[src/rtl/bus_resp_ctrl.sv]
// bus_resp_ctrl -- return-path controller for CPU data accesses.
//
// It samples the decoder's active-low chip selects when the CPU raises req.
// The access is then timed by one of two mechanisms:
//   - for fixed-latency targets, a per-peripheral wait-state count;
//   - for the UART, its acknowledge strobe, bounded by a timeout.
// The block returns registered read data together with a one-cycle ready
// pulse. Unmapped, multiply-selected and timed-out accesses pulse bus_err
// alongside ready, zero rdata, and bump a saturating error counter.
//
// Parameters:
//   MEM_WS, TC_WS, GPIO_WS, PWM_WS : wait states per target (0..15)
//   TIMEOUT                        : max UART WAIT cycles (1..255)
// Ports:
//   clk, reset        : clock, asynchronous active-high reset
//   req, we           : CPU request (held until ready), write flag
//   CS_*_N            : active-low decoder selects (MEM, TC, UART, GPIO, PWM)
//   rdata_*           : peripheral read-data buses
//   uart_ack          : UART access-complete strobe
//   rdata             : registered read data to the CPU
//   ready, bus_err    : one-cycle completion / error pulses
//   stall             : req & ~ready, combinational pipeline hold
//   err_cnt           : saturating error count
module bus_resp_ctrl #(
  parameter int unsigned MEM_WS  = 0,
  parameter int unsigned TC_WS   = 1,
  parameter int unsigned GPIO_WS = 1,
  parameter int unsigned PWM_WS  = 1,
  parameter int unsigned TIMEOUT = 16
) (
  input  logic        clk,
  input  logic        reset,
  input  logic        req,
  input  logic        we,
  input  logic        CS_MEM_N,
  input  logic        CS_TC_N,
  input  logic        CS_UART_N,
  input  logic        CS_GPIO_N,
  input  logic        CS_PWM_N,
  input  logic [31:0] rdata_mem,
  input  logic [31:0] rdata_tc,
  input  logic [31:0] rdata_uart,
  input  logic [31:0] rdata_gpio,
  input  logic [31:0] rdata_pwm,
  input  logic        uart_ack,
  output logic [31:0] rdata,
  output logic        ready,
  output logic        bus_err,
  output logic        stall,
  output logic [7:0]  err_cnt
);

  typedef enum logic [1:0] {IDLE, WAIT, RESP, ERR} state_t;

  state_t      state, state_nxt;
  logic [4:0]  sel_in, sel_q;   // bit 0 MEM, 1 TC, 2 UART, 3 GPIO, 4 PWM
  logic        we_q;
  logic        sel_ok;
  logic [3:0]  ws_cnt, ws_load;
  logic [7:0]  to_cnt;
  logic        to_hit;
  logic [31:0] rdata_mux;

  assign sel_in = ~{CS_PWM_N, CS_GPIO_N, CS_UART_N, CS_TC_N, CS_MEM_N};
  // Valid only when exactly one select is active.
  assign sel_ok = (sel_in != '0) && ((sel_in & (sel_in - 5'd1)) == '0);
  assign to_hit = (to_cnt == 8'(TIMEOUT - 1));

  always_comb begin
    ws_load = '0;
    if (sel_in[0]) ws_load = 4'(MEM_WS);
    if (sel_in[1]) ws_load = 4'(TC_WS);
    if (sel_in[3]) ws_load = 4'(GPIO_WS);
    if (sel_in[4]) ws_load = 4'(PWM_WS);
  end

  // sel_q is one-hot whenever this is consumed, so an AND-OR mux suffices.
  always_comb begin
    rdata_mux = '0;
    rdata_mux = rdata_mux | ({32{sel_q[0]}} & rdata_mem);
    rdata_mux = rdata_mux | ({32{sel_q[1]}} & rdata_tc);
    rdata_mux = rdata_mux | ({32{sel_q[2]}} & rdata_uart);
    rdata_mux = rdata_mux | ({32{sel_q[3]}} & rdata_gpio);
    rdata_mux = rdata_mux | ({32{sel_q[4]}} & rdata_pwm);
  end

  always_ff @(posedge clk or posedge reset) begin
    if (reset) state <= IDLE;
    else       state <= state_nxt;
  end

  always_comb begin
    state_nxt = state;
    unique case (state)
      IDLE: begin
        if (req) state_nxt = sel_ok ? WAIT : ERR;
      end
      WAIT: begin
        if (sel_q[2]) begin
          // Ack is checked first so it wins over a coincident timeout.
          if (uart_ack)    state_nxt = RESP;
          else if (to_hit) state_nxt = ERR;
        end else if (ws_cnt == '0) begin
          state_nxt = RESP;
        end
      end
      RESP:    state_nxt = IDLE;
      ERR:     state_nxt = IDLE;
      default: state_nxt = IDLE;
    endcase
  end

  always_ff @(posedge clk or posedge reset) begin
    if (reset) begin
      sel_q   <= '0;
      we_q    <= 1'b0;
      ws_cnt  <= '0;
      to_cnt  <= '0;
      rdata   <= '0;
      err_cnt <= '0;
    end else begin
      unique case (state)
        IDLE: begin
          if (req) begin
            sel_q  <= sel_in;
            we_q   <= we;
            ws_cnt <= ws_load;
            to_cnt <= '0;
          end
        end
        WAIT: begin
          if (sel_q[2]) begin
            if (uart_ack) begin
              if (!we_q) rdata <= rdata_uart;
            end else begin
              to_cnt <= to_cnt + 8'd1;
            end
          end else if (ws_cnt == '0) begin
            if (!we_q) rdata <= rdata_mux;
          end else begin
            ws_cnt <= ws_cnt - 4'd1;
          end
        end
        ERR: begin
          rdata <= '0;
          if (err_cnt != '1) err_cnt <= err_cnt + 8'd1;
        end
        default: ;
      endcase
    end
  end

  assign ready   = (state == RESP) || (state == ERR);
  assign bus_err = (state == ERR);
  assign stall   = req & ~ready;

endmodule

[config.mk]
export PLATFORM = sky130hd
export DESIGN_NAME = bus_resp_ctrl
export DESIGN_NICKNAME = d
export VERILOG_FILES = /design/src/rtl/bus_resp_ctrl.sv
export SDC_FILE = /design/constraint.sdc
export NUM_CORES = 1
export LEC_CHECK = 0
export CAP_MARGIN = 10
export CORE_AREA = 3 3 121 94
export DETAILED_ROUTE_END_ITERATION = 10
export DIE_AREA = 0 0 124 97
export PLACE_DENSITY = 0.79
export SYNTH_ARGS = -nofsm -noshare
export SYNTH_HDL_FRONTEND = slang
export SYNTH_SLANG_ARGS = --single-unit
[constraint.sdc]
create_clock -name clk -period 3.9 [get_ports clk]
set_input_delay 0.78 -clock clk [delete_from_list [all_inputs] [get_ports clk]]
set_output_delay 0.78 -clock clk [all_outputs]
set_load 0.01 [all_outputs]
# Word level (Yosys, flattened, before mapping)
# Cells that the tools add are included.
# classes
bitwise	13
shifts	0
n_lt_le_gt_ge	0
addsub	4
mux	24
n_mul	0
eq_ne	14
div_mod_pow	0
reduce_logical	15
# ops
operator	n
$and A32 B32 Y32	5
$mux W32	5
$or A32 B32 Y32	4
$pmux W32 S2	1
$mux W8	3
$add A8 B1 Y8 const B	2
$mux W4	4
$pmux W8 S2	1
$mux W2	6
$ne A2 B2 Y1 const B	6
$reduce_and A4 Y1	3
$eq A8 B4 Y1 const B	1
$ne A8 B8 Y1 const B	1
$pmux W4 S2	1
$ne A3 B3 Y1 const B	2
$pmux W2 S3	1
$and A5 B5 Y5	1
$logic_not A5 Y1	1
$not A5 Y5	1
$reduce_bool A5 Y1	1
$sub A5 B1 Y5 const B	1
$eq A2 B2 Y1 const B	2
$logic_not A4 Y1	1
$ne A4 B4 Y1 const B	1
12 further kinds	15
# totals
output_inout_bits	43
mem_bits_rw	0
word_cells	77
latch_bits	0
register_bits	60
romBits	0
n_memories	0
input_bits	170

# Longest topological paths before layout
# logic_depth
word_depth	9
depth_mapped	8
ltp_nobuf	6

# Worst setup path after synthesis
# OpenSTA, ideal clock, no wires.
# synth_timing
path_type	input -> register
startpoint	in uart_ack
endpoint	reg to_cnt[3]
setup_slack_ns	2.034
n_path_buf	1
required_ns	3.834
t_arrival_ns	1.800
path_stages	5
setup_ns	0.066
path_cell_list	nand3b_1 a21o_1 buf_6 or4_1 nand2_1
# synth_via
elab_chain_len	2
# synth_rtl
item	line	rtl
start: declaration	45	input logic uart_ack,
$ne A2 B2 Y1 (no source line)	n/a	
$reduce_and A4 Y1 (no source line)	n/a	
end signal: assignment	136	to_cnt <= to_cnt + 8'd1;
end: declaration	60	logic [7:0] to_cnt;
# No other way between the ends.
# A chain may end at the register's enable or synchronous reset.

# Worst setup path after layout
# layout_timing
startpoint	in req
endpoint	out stall
# layout_via
elab_chain_len	1
# layout_rtl
item	line	rtl
start: declaration	33	input logic req,
$and A1 B1 Y1	155	assign stall = req & ~ready;
end: declaration	49	output logic stall,
# No other way between the ends.

==> out/metrics.yaml <==
peakVddDrop_mv: 0.268
power.leakage_uw: 0.00249
crit_fanout: 3
path_cells: "clkdlybuf4s50_1 -> nor2b_1 -> clkdlybuf4s50_1"
drt_iter0_drc: 162
synth_top_area_share_pct: 42.5
crit_type: "in -> out"
tns_ns: 0
die_x_um: 124
pwr-share-seq_pct: 30.9
num_antenna_cells: 0
synthArstFlopShare_pct: 100
yosysWarnings: 0
nets: 743
fin_crit_sh_pct: 71.0
gr-total-overflow: 0
wire_per_inst_um: 17.6
hold_depth: 2
drive_gt1_share_pct: 5.75
synth_edf_count: 0
synth_area_sq_um: 3530
routabilityCongestion: 0.807
port_buffers: 212
power_frac_clock_pct: 23.0
place_ws_ns: 1.12
p_sw_share_pct: 37.3
min_from: "we_q"
tritoncts: "done"
status: "complete, no violations"
synth_seq_cells: 60
cts_inserted_buffers: 9
fmax_mhz: 361
reg2reg_to: "rdata[29]"
numPlacedInstances: 693
dieArea_sq_um: 12000
final_hold_viol_count: 0
synthToLayoutAreaGrowth_pct: 71.5
synth_ff_type: "dfrtp_1"
die_h_um: 97
antenna_found_initial: 0
placementRows: 32
worst-path-buf-inv: 2
p_comb_share_pct: 46.1
synth_top_cell_by_area: "dfrtp_1"
initial_core_util_pct: 34.5
reg2reg_slack_ns: 1.84
fin_cells: 710
grt_pass1_wl_um: 19400
reg2reg_from: "sel_q[2]"
ctsHoldBuffers: 0
drv_slew: 0
reg2reg_depth: 5
vias: 3798
synthTopCellsByArea: "dfrtp_1 (42%), a22o_1 (16%), a221oi_1 (7.9%)"
track_usage_pct: 20.4
route.detailed.drc: 0
skew_ns: 0.00637
clk_pin_slew_ns: 0.05
cp_top_family: "buffers and inverters"
rsz0062_at_grt: "no"
cts_sinks: 60
period_needed_ns: 2.77
drv_cap: 0
clockBufferDepth: 2
worst_slack_ns: 1.13
path_common_cell: "clkdlybuf4s50_1"
worstMarginPinSlew_ns: 0.716
required_ns: 3.12
synthCells: 373
power.switching_uw: 1280
worstSkewPairLatency_ns: 0.32
cp-end-kind: "primary output"
powerDensity_nw_per_um2: 565
synth_cell_types: 44
max_slew_margin_pct: 52.3
avgSynthCellArea_sq_um: 9.47
internal_power_uw: 2150
grt_pass1_vias: 3867
core-area_sq_um: 10200
dp_hpwl_um: 9630
min_path_type: "reg -> reg"
grt_max_degree: 53
hold_end: "we_q"
ant_nets: 0
post_cts_resize_count: 0
syn_nets: 547
cts-htree-levels: 3
viasPerCell: 5.35
cp_slowest_cell: "clkdlybuf4s50_1"
ys_seq_area_share_pct: 42.5
finalSetupViolCount: 0
cp_slowest_stage_delay_ns: 0.55
cp-start-kind: "input pin"
drt_wl_total_um: 12500
ios: 213
postCtsSetupBuffers: 0
clockRootBuffer: "clkbuf_16"
critical_path_arrival_ns: 1.99
dr.pass1.iters: 4
cell type report:
type                            instances  area, sq um
Tap cell                              136          170
Multi-Input combinational cell        274         1870
Clock buffer                           12          256
Clock inverter                          4         47.5
Inverter                                3         11.3
Sequential cell                        60         1500
Fill cell                             896         4190
Timing Repair Buffer                  221         2200
routing by layer:
layer | track usage, % | wire length (um) | vias up | part of all wire (%)
met5 | 0 | 0 | - | 0
met4 | 5.81 | 229 | 0 | 1.8
met3 | 6.60 | 1130 | 19 | 9.0
met2 | 35.5 | 6110 | 166 | 49
met1 | 23.8 | 5050 | 1775 | 40
li1 | - | - | 1838 | -
worst max path at each step:
| stage | startpoint | endpoint | slack (ns) | depth (start not counted) |
|---|---|---|---|---|
| 6_report | req | stall | 1.13 | 3 |
| 2_1_floorplan | reset | err_cnt[0] | 1.64 | 1 |
| 3_5_place_dp | req | stall | 1.12 | 3 |
| 4_1_cts | req | stall | 1.11 | 3 |
| 5_1_grt | req | stall | 1.06 | 3 |
| 3_3_place_gp | req | stall | 1.15 | 3 |
metrics by stage:
step	cell area, sq um	hold slack (ns)	power (uW)	util (%)
2_1_floorplan	3530	0.437	1990	-
3_3_place_gp	5730	0.461	2600	55.9
3_5_place_dp	5730	0.464	2660	55.9
4_1_cts	6040	0.474	3470	58.9
5_1_grt	6060	0.488	3680	59.1
6_report	6060	0.477	3420	59.1
logic make-up after synthesis:
| family | after synthesis | synth area share, % |
|---|---|---|
| flops | 60 | 42.5 |
| xor+xnor | 10 | 2.48 |
| fa+ha+maj | 4 | 1.42 |
| simple gates | 98 | 13.9 |
| compound gates | 159 | 34.0 |
| buf+inv | 39 | 4.75 |
| mux | 3 | 0.956 |
worst register-to-register path: stages, from the launching register on:
cell	delay (ns)
dfrtp_2	0.65
nor4b_2	0.36
o21ba_1	0.23
and3b_1	0.23
buf_4	0.33
a22o_1	0.20
cell usage in the layout, fill, tap and decap left out, types with 2 or more instances in the layout:
master | synthesis | final
and3b_1 | 2 | 2
a21oi_1 | 6 | 6
clkinv_2 | 0 | 2
buf_4 | 1 | 8
nand3_1 | 5 | 5
a22o_1 | 66 | 66
o211ai_1 | 2 | 2
clkbuf_8 | 0 | 2
clkbuf_16 | 0 | 9
xnor2_1 | 6 | 6
nand3b_1 | 2 | 2
mux2_2 | 3 | 3
o21ai_0 | 42 | 42
nand4_1 | 2 | 2
xor2_1 | 4 | 4
nor2b_1 | 2 | 2
nor3b_1 | 2 | 2
or4_1 | 7 | 7
o31ai_1 | 3 | 3
ha_1 | 4 | 4
dfrtp_1 | 60 | 59
nor3_1 | 2 | 2
nand2_1 | 53 | 53
nor2_1 | 7 | 7
and3_1 | 4 | 4
clkdlybuf4s50_1 | 0 | 212
and2_1 | 3 | 3
a221oi_1 | 32 | 32
inv_1 | 3 | 2
flip-flops by register name, indices dropped and copies added, names as in the netlist:
register  flops
rdata        32
err_cnt       8
to_cnt        8
sel_q         5
ws_cnt        4
state         2
we_q          1
cell usage after synthesis, types with 2 or more instances:
master	instances
a21oi_1	6
a22o_1	66
and3b_1	2
and2_1	3
o31ai_1	3
o21ai_0	42
nand4_1	2
nor2_1	7
o211ai_1	2
nand3_1	5
ha_1	4
buf_2	8
inv_1	3
clkbuf_1	25
nand3b_1	2
mux2_2	3
nor3b_1	2
dfrtp_1	60
nor3_1	2
a221oi_1	32
or4_1	7
xor2_1	4
nand2_1	53
xnor2_1	6
and3_1	4
nor2b_1	2
power by group through the flow:
stage	logic [uW]	registers (uW)	clock network (uW)
floorplan	1060	934	0
global placement	1550	1060	0
detailed placement	1590	1070	0
CTS	1600	1060	810
global route	1740	1100	838
finish	1580	1060	789
(Power assumes the default switching activity.)
